### src/rtl/pipe_stage_skid.sv
// Valid/ready pipeline stage built on a two-entry skid buffer.
// The main register drives the outputs. The skid register catches the one
// entry that arrives while the consumer stalls, so in_ready can stay a
// registered signal. It has no combinational path from out_ready.
//
// state | meaning
// ------+-----------------------------------------------
// EMPTY | main invalid, skid invalid
// ONE   | main valid (drives outputs), skid invalid
// FULL  | main and skid both valid, in_ready low
module pipe_stage_skid #(
    parameter int DATA_W = 32,
    parameter int CTRL_W = 4,
    parameter int CNT_W  = 16
) (
    input  logic              clk,
    input  logic              rst,
    input  logic              flush,
    input  logic              in_valid,
    output logic              in_ready,
    input  logic [DATA_W-1:0] in_data,
    input  logic [CTRL_W-1:0] in_ctrl,
    output logic              out_valid,
    input  logic              out_ready,
    output logic [DATA_W-1:0] out_data,
    output logic [CTRL_W-1:0] out_ctrl,
    output logic [CNT_W-1:0]  stall_cnt
);

    typedef enum logic [1:0] {
        ST_EMPTY = 2'd0,
        ST_ONE   = 2'd1,
        ST_FULL  = 2'd2
    } state_t;

    localparam logic [CNT_W-1:0] CNT_MAX = '1;

    state_t            state, state_nxt;
    logic [DATA_W-1:0] main_data, main_data_nxt;
    logic [CTRL_W-1:0] main_ctrl, main_ctrl_nxt;
    logic [DATA_W-1:0] skid_data, skid_data_nxt;
    logic [CTRL_W-1:0] skid_ctrl, skid_ctrl_nxt;
    logic              accept;
    logic              fire;

    // Skid occupancy is encoded in the state. rst is the only
    // combinational term, so in_ready stays low while reset is held.
    assign in_ready  = (state != ST_FULL) && !rst;
    assign out_valid = (state != ST_EMPTY);
    assign out_data  = main_data;
    assign out_ctrl  = main_ctrl;

    assign accept = in_valid && in_ready;
    assign fire   = out_valid && out_ready;

    // State, main and skid registers.
    always_ff @(posedge clk) begin
        if (rst) begin
            state     <= ST_EMPTY;
            main_data <= '0;
            main_ctrl <= '0;
            skid_data <= '0;
            skid_ctrl <= '0;
        end else begin
            state     <= state_nxt;
            main_data <= main_data_nxt;
            main_ctrl <= main_ctrl_nxt;
            skid_data <= skid_data_nxt;
            skid_ctrl <= skid_ctrl_nxt;
        end
    end

    // Next-state and datapath steering. Flush overrides accept and fire.
    // A handshake on the flush cycle is discarded.
    always_comb begin
        state_nxt     = state;
        main_data_nxt = main_data;
        main_ctrl_nxt = main_ctrl;
        skid_data_nxt = skid_data;
        skid_ctrl_nxt = skid_ctrl;
        if (flush) begin
            // out_data holds its value. Control bits are squashed.
            state_nxt     = ST_EMPTY;
            main_ctrl_nxt = '0;
        end else begin
            case (state)
                ST_EMPTY: begin
                    if (accept) begin
                        state_nxt     = ST_ONE;
                        main_data_nxt = in_data;
                        main_ctrl_nxt = in_ctrl;
                    end
                end
                ST_ONE: begin
                    if (accept && fire) begin
                        main_data_nxt = in_data;
                        main_ctrl_nxt = in_ctrl;
                    end else if (accept) begin
                        state_nxt     = ST_FULL;
                        skid_data_nxt = in_data;
                        skid_ctrl_nxt = in_ctrl;
                    end else if (fire) begin
                        state_nxt     = ST_EMPTY;
                        main_ctrl_nxt = '0;
                    end
                end
                ST_FULL: begin
                    if (fire) begin
                        state_nxt     = ST_ONE;
                        main_data_nxt = skid_data;
                        main_ctrl_nxt = skid_ctrl;
                    end
                end
                default: begin
                    state_nxt     = ST_EMPTY;
                    main_ctrl_nxt = '0;
                end
            endcase
        end
    end

    // Saturating stall counter. Only reset clears it. Flush does not.
    always_ff @(posedge clk) begin
        if (rst) begin
            stall_cnt <= '0;
        end else if (out_valid && !out_ready && (stall_cnt != CNT_MAX)) begin
            stall_cnt <= stall_cnt + CNT_W'(1);
        end
    end

endmodule

### config.mk
export PLATFORM = sky130hd
export DESIGN_NAME = pipe_stage_skid
export DESIGN_NICKNAME = d
export VERILOG_FILES = /design/src/rtl/pipe_stage_skid.sv
export SDC_FILE = /design/constraint.sdc
export NUM_CORES = 1
export LEC_CHECK = 0
export ABC_AREA = 1
export ABC_CLOCK_PERIOD_IN_PS = 2550
export BUFFER_PORTS_ARGS = -buffer_cell sky130_fd_sc_hd__clkbuf_2
export CORE_UTILIZATION = 24
export DETAILED_ROUTE_END_ITERATION = 16
export HOLD_SLACK_MARGIN = 0.15
export PLACE_DENSITY_LB_ADDON = 0.2
export SLEW_MARGIN = 10
export SYNTH_ARGS = -nofsm -noshare
export SYNTH_HDL_FRONTEND = slang
export SYNTH_SLANG_ARGS = --single-unit
### constraint.sdc
create_clock -name clk -period 2.55 [get_ports clk]
set_input_delay 0.765 -clock clk [delete_from_list [all_inputs] [get_ports clk]]
set_output_delay 0.765 -clock clk [all_outputs]
set_load 0.005 [all_outputs]
==> run summary <==
run status: complete, no violations
design area: 5110 µm²
endpoints failing setup: 0
initial antenna violation count: 0
clk_lat worst skew: 0.35 ns
Max FO, Critical Path: 6
dominant combinational cell family by area after synthesis: simple AND/OR/NAND/NOR gates
vias in the first global route: 3,889
CTS Buf Count: 9
CP top delay family: simple AND/OR/NAND/NOR gates
Wirelength per Cell: 12.6 µm
Post-CTS Repair Setup Buffers: 0
total grt overflow: 0
P_leak: 2.15 nW
post-synthesis register bit count: 90
Initial Utilization: 0.247
hold_buf cts: 0
Worst Setup SP: state[0]
largest net degree at the start of global routing: 65
fin crit period: 2.13 ns
first-pass GRT wire length: 19.2 mm
share of cells above drive strength 1: 0.197
drt first pass iters: 6
fmax: 470 MHz
clock sink total: 90
Detailed Route WL: 11.5 mm
Worst Hold End: out_ctrl[0]
RePlAce Congestion: 0.851
Worst Skew: 0.0122 ns
Synth Area in Adders: 0.00303
Simple-Gate Fraction of Synth Area: 0.349
pin slew with the least headroom to its limit: 0.481 ns
Syn Area/Cell: 6.86 µm²
syn nets: 643
asr flop ratio synth: 0
classification of the worst setup path: flip-flop to primary output
H-Tree Depth: 3
clock buffer depth: 2
Row Count: 47
post-DR vias/cell: 4.44
Crit. End Element: primary output
crit share post-route: 0.834
Reg2Reg Depth: 8
Resize count post-CTS: 0
TritonCTS clock tree: built
# diodes: 0
mux share of post-synthesis cell area: 0
Synth Area in Compound Gates: 0.121
Final nets: 723
Worst Hold Launch: out_ctrl[0]
Commonest cells post-synth: nand2_1 (174), nor2_1 (127), dfxtp_1 (90), a21oi_1 (50), o21ai_0 (41)
top cell type by total area after synthesis: dfxtp_1
reg2reg setup slack: 0.82 ns
crit path DAT: 1.36 ns
post-synthesis sequential area ratio: 0.437
top_reg_cell synth: dfxtp_1
Reg2Reg Launch Point: stall_cnt[0]
Die Area: 17,700 µm²
MaxCap Viol Count: 0
IO Port Bufs: 94
slowest stage delay, CP: 0.42 ns
Die H: 133 µm
post-route ant nets: 0
total I/O pin count: 95
PwrDens: 628 nW/µm²
max-slew violation count: 0
final core occ: 0.306
cells taking the most area after synthesis: dfxtp_1 (44%), nand2_1 (16%), nor2_1 (12%)
via count: 4,020
Synth Area in XOR/XNOR: 0.0212
setup TNS: 0 ns
RSZ-0062 raised after global routing: false
Residual DRC: 0
clk slew on worst S/H paths: 0.06 ns
worst endpoint required time: 1.79 ns
Hold Path Stages: 2
synth warn: 0
GRT Util Overall: 0.137
max_slew headroom: 0.678
final hold violations: 0
clock root cell: clkbuf_16
Post-synth EDFFs: 0
area share of the largest cell type after synthesis: 0.437
Placed Area: 4780 µm²
Worst setup SP type: flip-flop
worst path bufs/invs: 2
Synth cell types: 27
slowest CP cell: nor2_1
synthesized area: 4120 µm²
VDD IR-drop max: 0.323 mV
die span in x: 133 µm
area grow syn2layout: 23.9%
core footprint: 16,700 µm²
Cells after Synth: 601
most frequent cell after synthesis: nand2_1
RR Endpoint: stall_cnt[11]
Post-DP HPWL: 7.79 mm
CP cell instances: nor2_1 -> inv_1 -> clkbuf_2
drt first-iter violations: 231
Worst Hold Class: flip-flop to flip-flop
worst max-delay path by stage:
| stage | endpoint | depth (start not counted) |
|---|---|---|
| 6_report | out_valid | 3 |
| 5_1_grt | out_valid | 3 |
| 4_1_cts | out_valid | 3 |
| 3_5_place_dp | skid_data[13] | 6 |
| 3_3_place_gp | skid_data[26] | 6 |
| 2_1_floorplan | in_ready | 2 |
layout make-up:
class | count | area [µm²]
clock buffer | 9 | 225
clock inverter | 7 | 101
fill | 1879 | 11600
inverter | 19 | 72.6
multi-input combinational | 456 | 2050
sequential | 90 | 1800
tap | 220 | 275
timing repair buffer | 105 | 578
routing by layer:
metal / wire, µm / GRT usage / share of wire / vias to the layer above
met4: 197 / 0.0581 / 0.017 / 0
met3: 637 / 0.0330 / 0.056 / 12
met5: 0 / 0 / 0 / -
met1: 5330 / 0.174 / 0.47 / 1826
met2: 5290 / 0.220 / 0.46 / 84
li1: - / - / - / 2098
cell families after synthesis:
logic type / count (synthesis)
AO/OA/AOI/OAI: 96
XOR/XNOR: 10
adder cells (fa/ha/maj): 1
buffers and inverters: 55
flip-flops: 90
AND/OR/NAND/NOR: 349
flip-flops by register name (all words and copies together), names as in the netlist:
register   count
skid_data     32
out_ctrl       4
skid_ctrl      4
state          2
out_data      32
stall_cnt     16
through the flow:
step / hold slack (ns) / total power [W] / cells / setup slack, ns
2_1_floorplan: 0.454 / 0.00165 / 601 / 0.677
3_3_place_gp: 0.463 / 0.00177 / 890 / 0.377
3_5_place_dp: 0.466 / 0.00177 / 890 / 0.319
4_1_cts: 0.476 / 0.00326 / 906 / 0.401
5_1_grt: 0.500 / 0.00338 / 906 / 0.304
6_report: 0.474 / 0.00321 / 906 / 0.424
tightest hold or removal path: cells and delay by family, from the launching register on:
family	cells	cell delay, ns
flip-flops	1	0.31
AND/OR/NAND/NOR	1	0.06
AO/OA/AOI/OAI	1	0.05
power by group:
group / total, W / switching (W) / internal, W
logic: 0.000269 / 0.000159 / 0.000110
clock network: 0.00147 / 0.000602 / 0.000869
registers: 0.00147 / 0.0000213 / 0.00144
layout by cell type (no fill, tap or decap), types with 3 or more instances in the layout:
cell type | netlist | routed
nand2_1 | 174 | 174
nor2_1 | 127 | 127
clkbuf_2 | 0 | 94
dfxtp_1 | 90 | 90
a21oi_1 | 50 | 50
o21ai_0 | 41 | 41
nand4_1 | 34 | 34
inv_1 | 16 | 15
clkbuf_16 | 0 | 9
buf_4 | 13 | 9
nand3_1 | 5 | 5
xnor2_1 | 5 | 5
xor2_1 | 5 | 5
inv_2 | 2 | 3
nor3_1 | 3 | 3
Power figures use the tool's default switching activity.
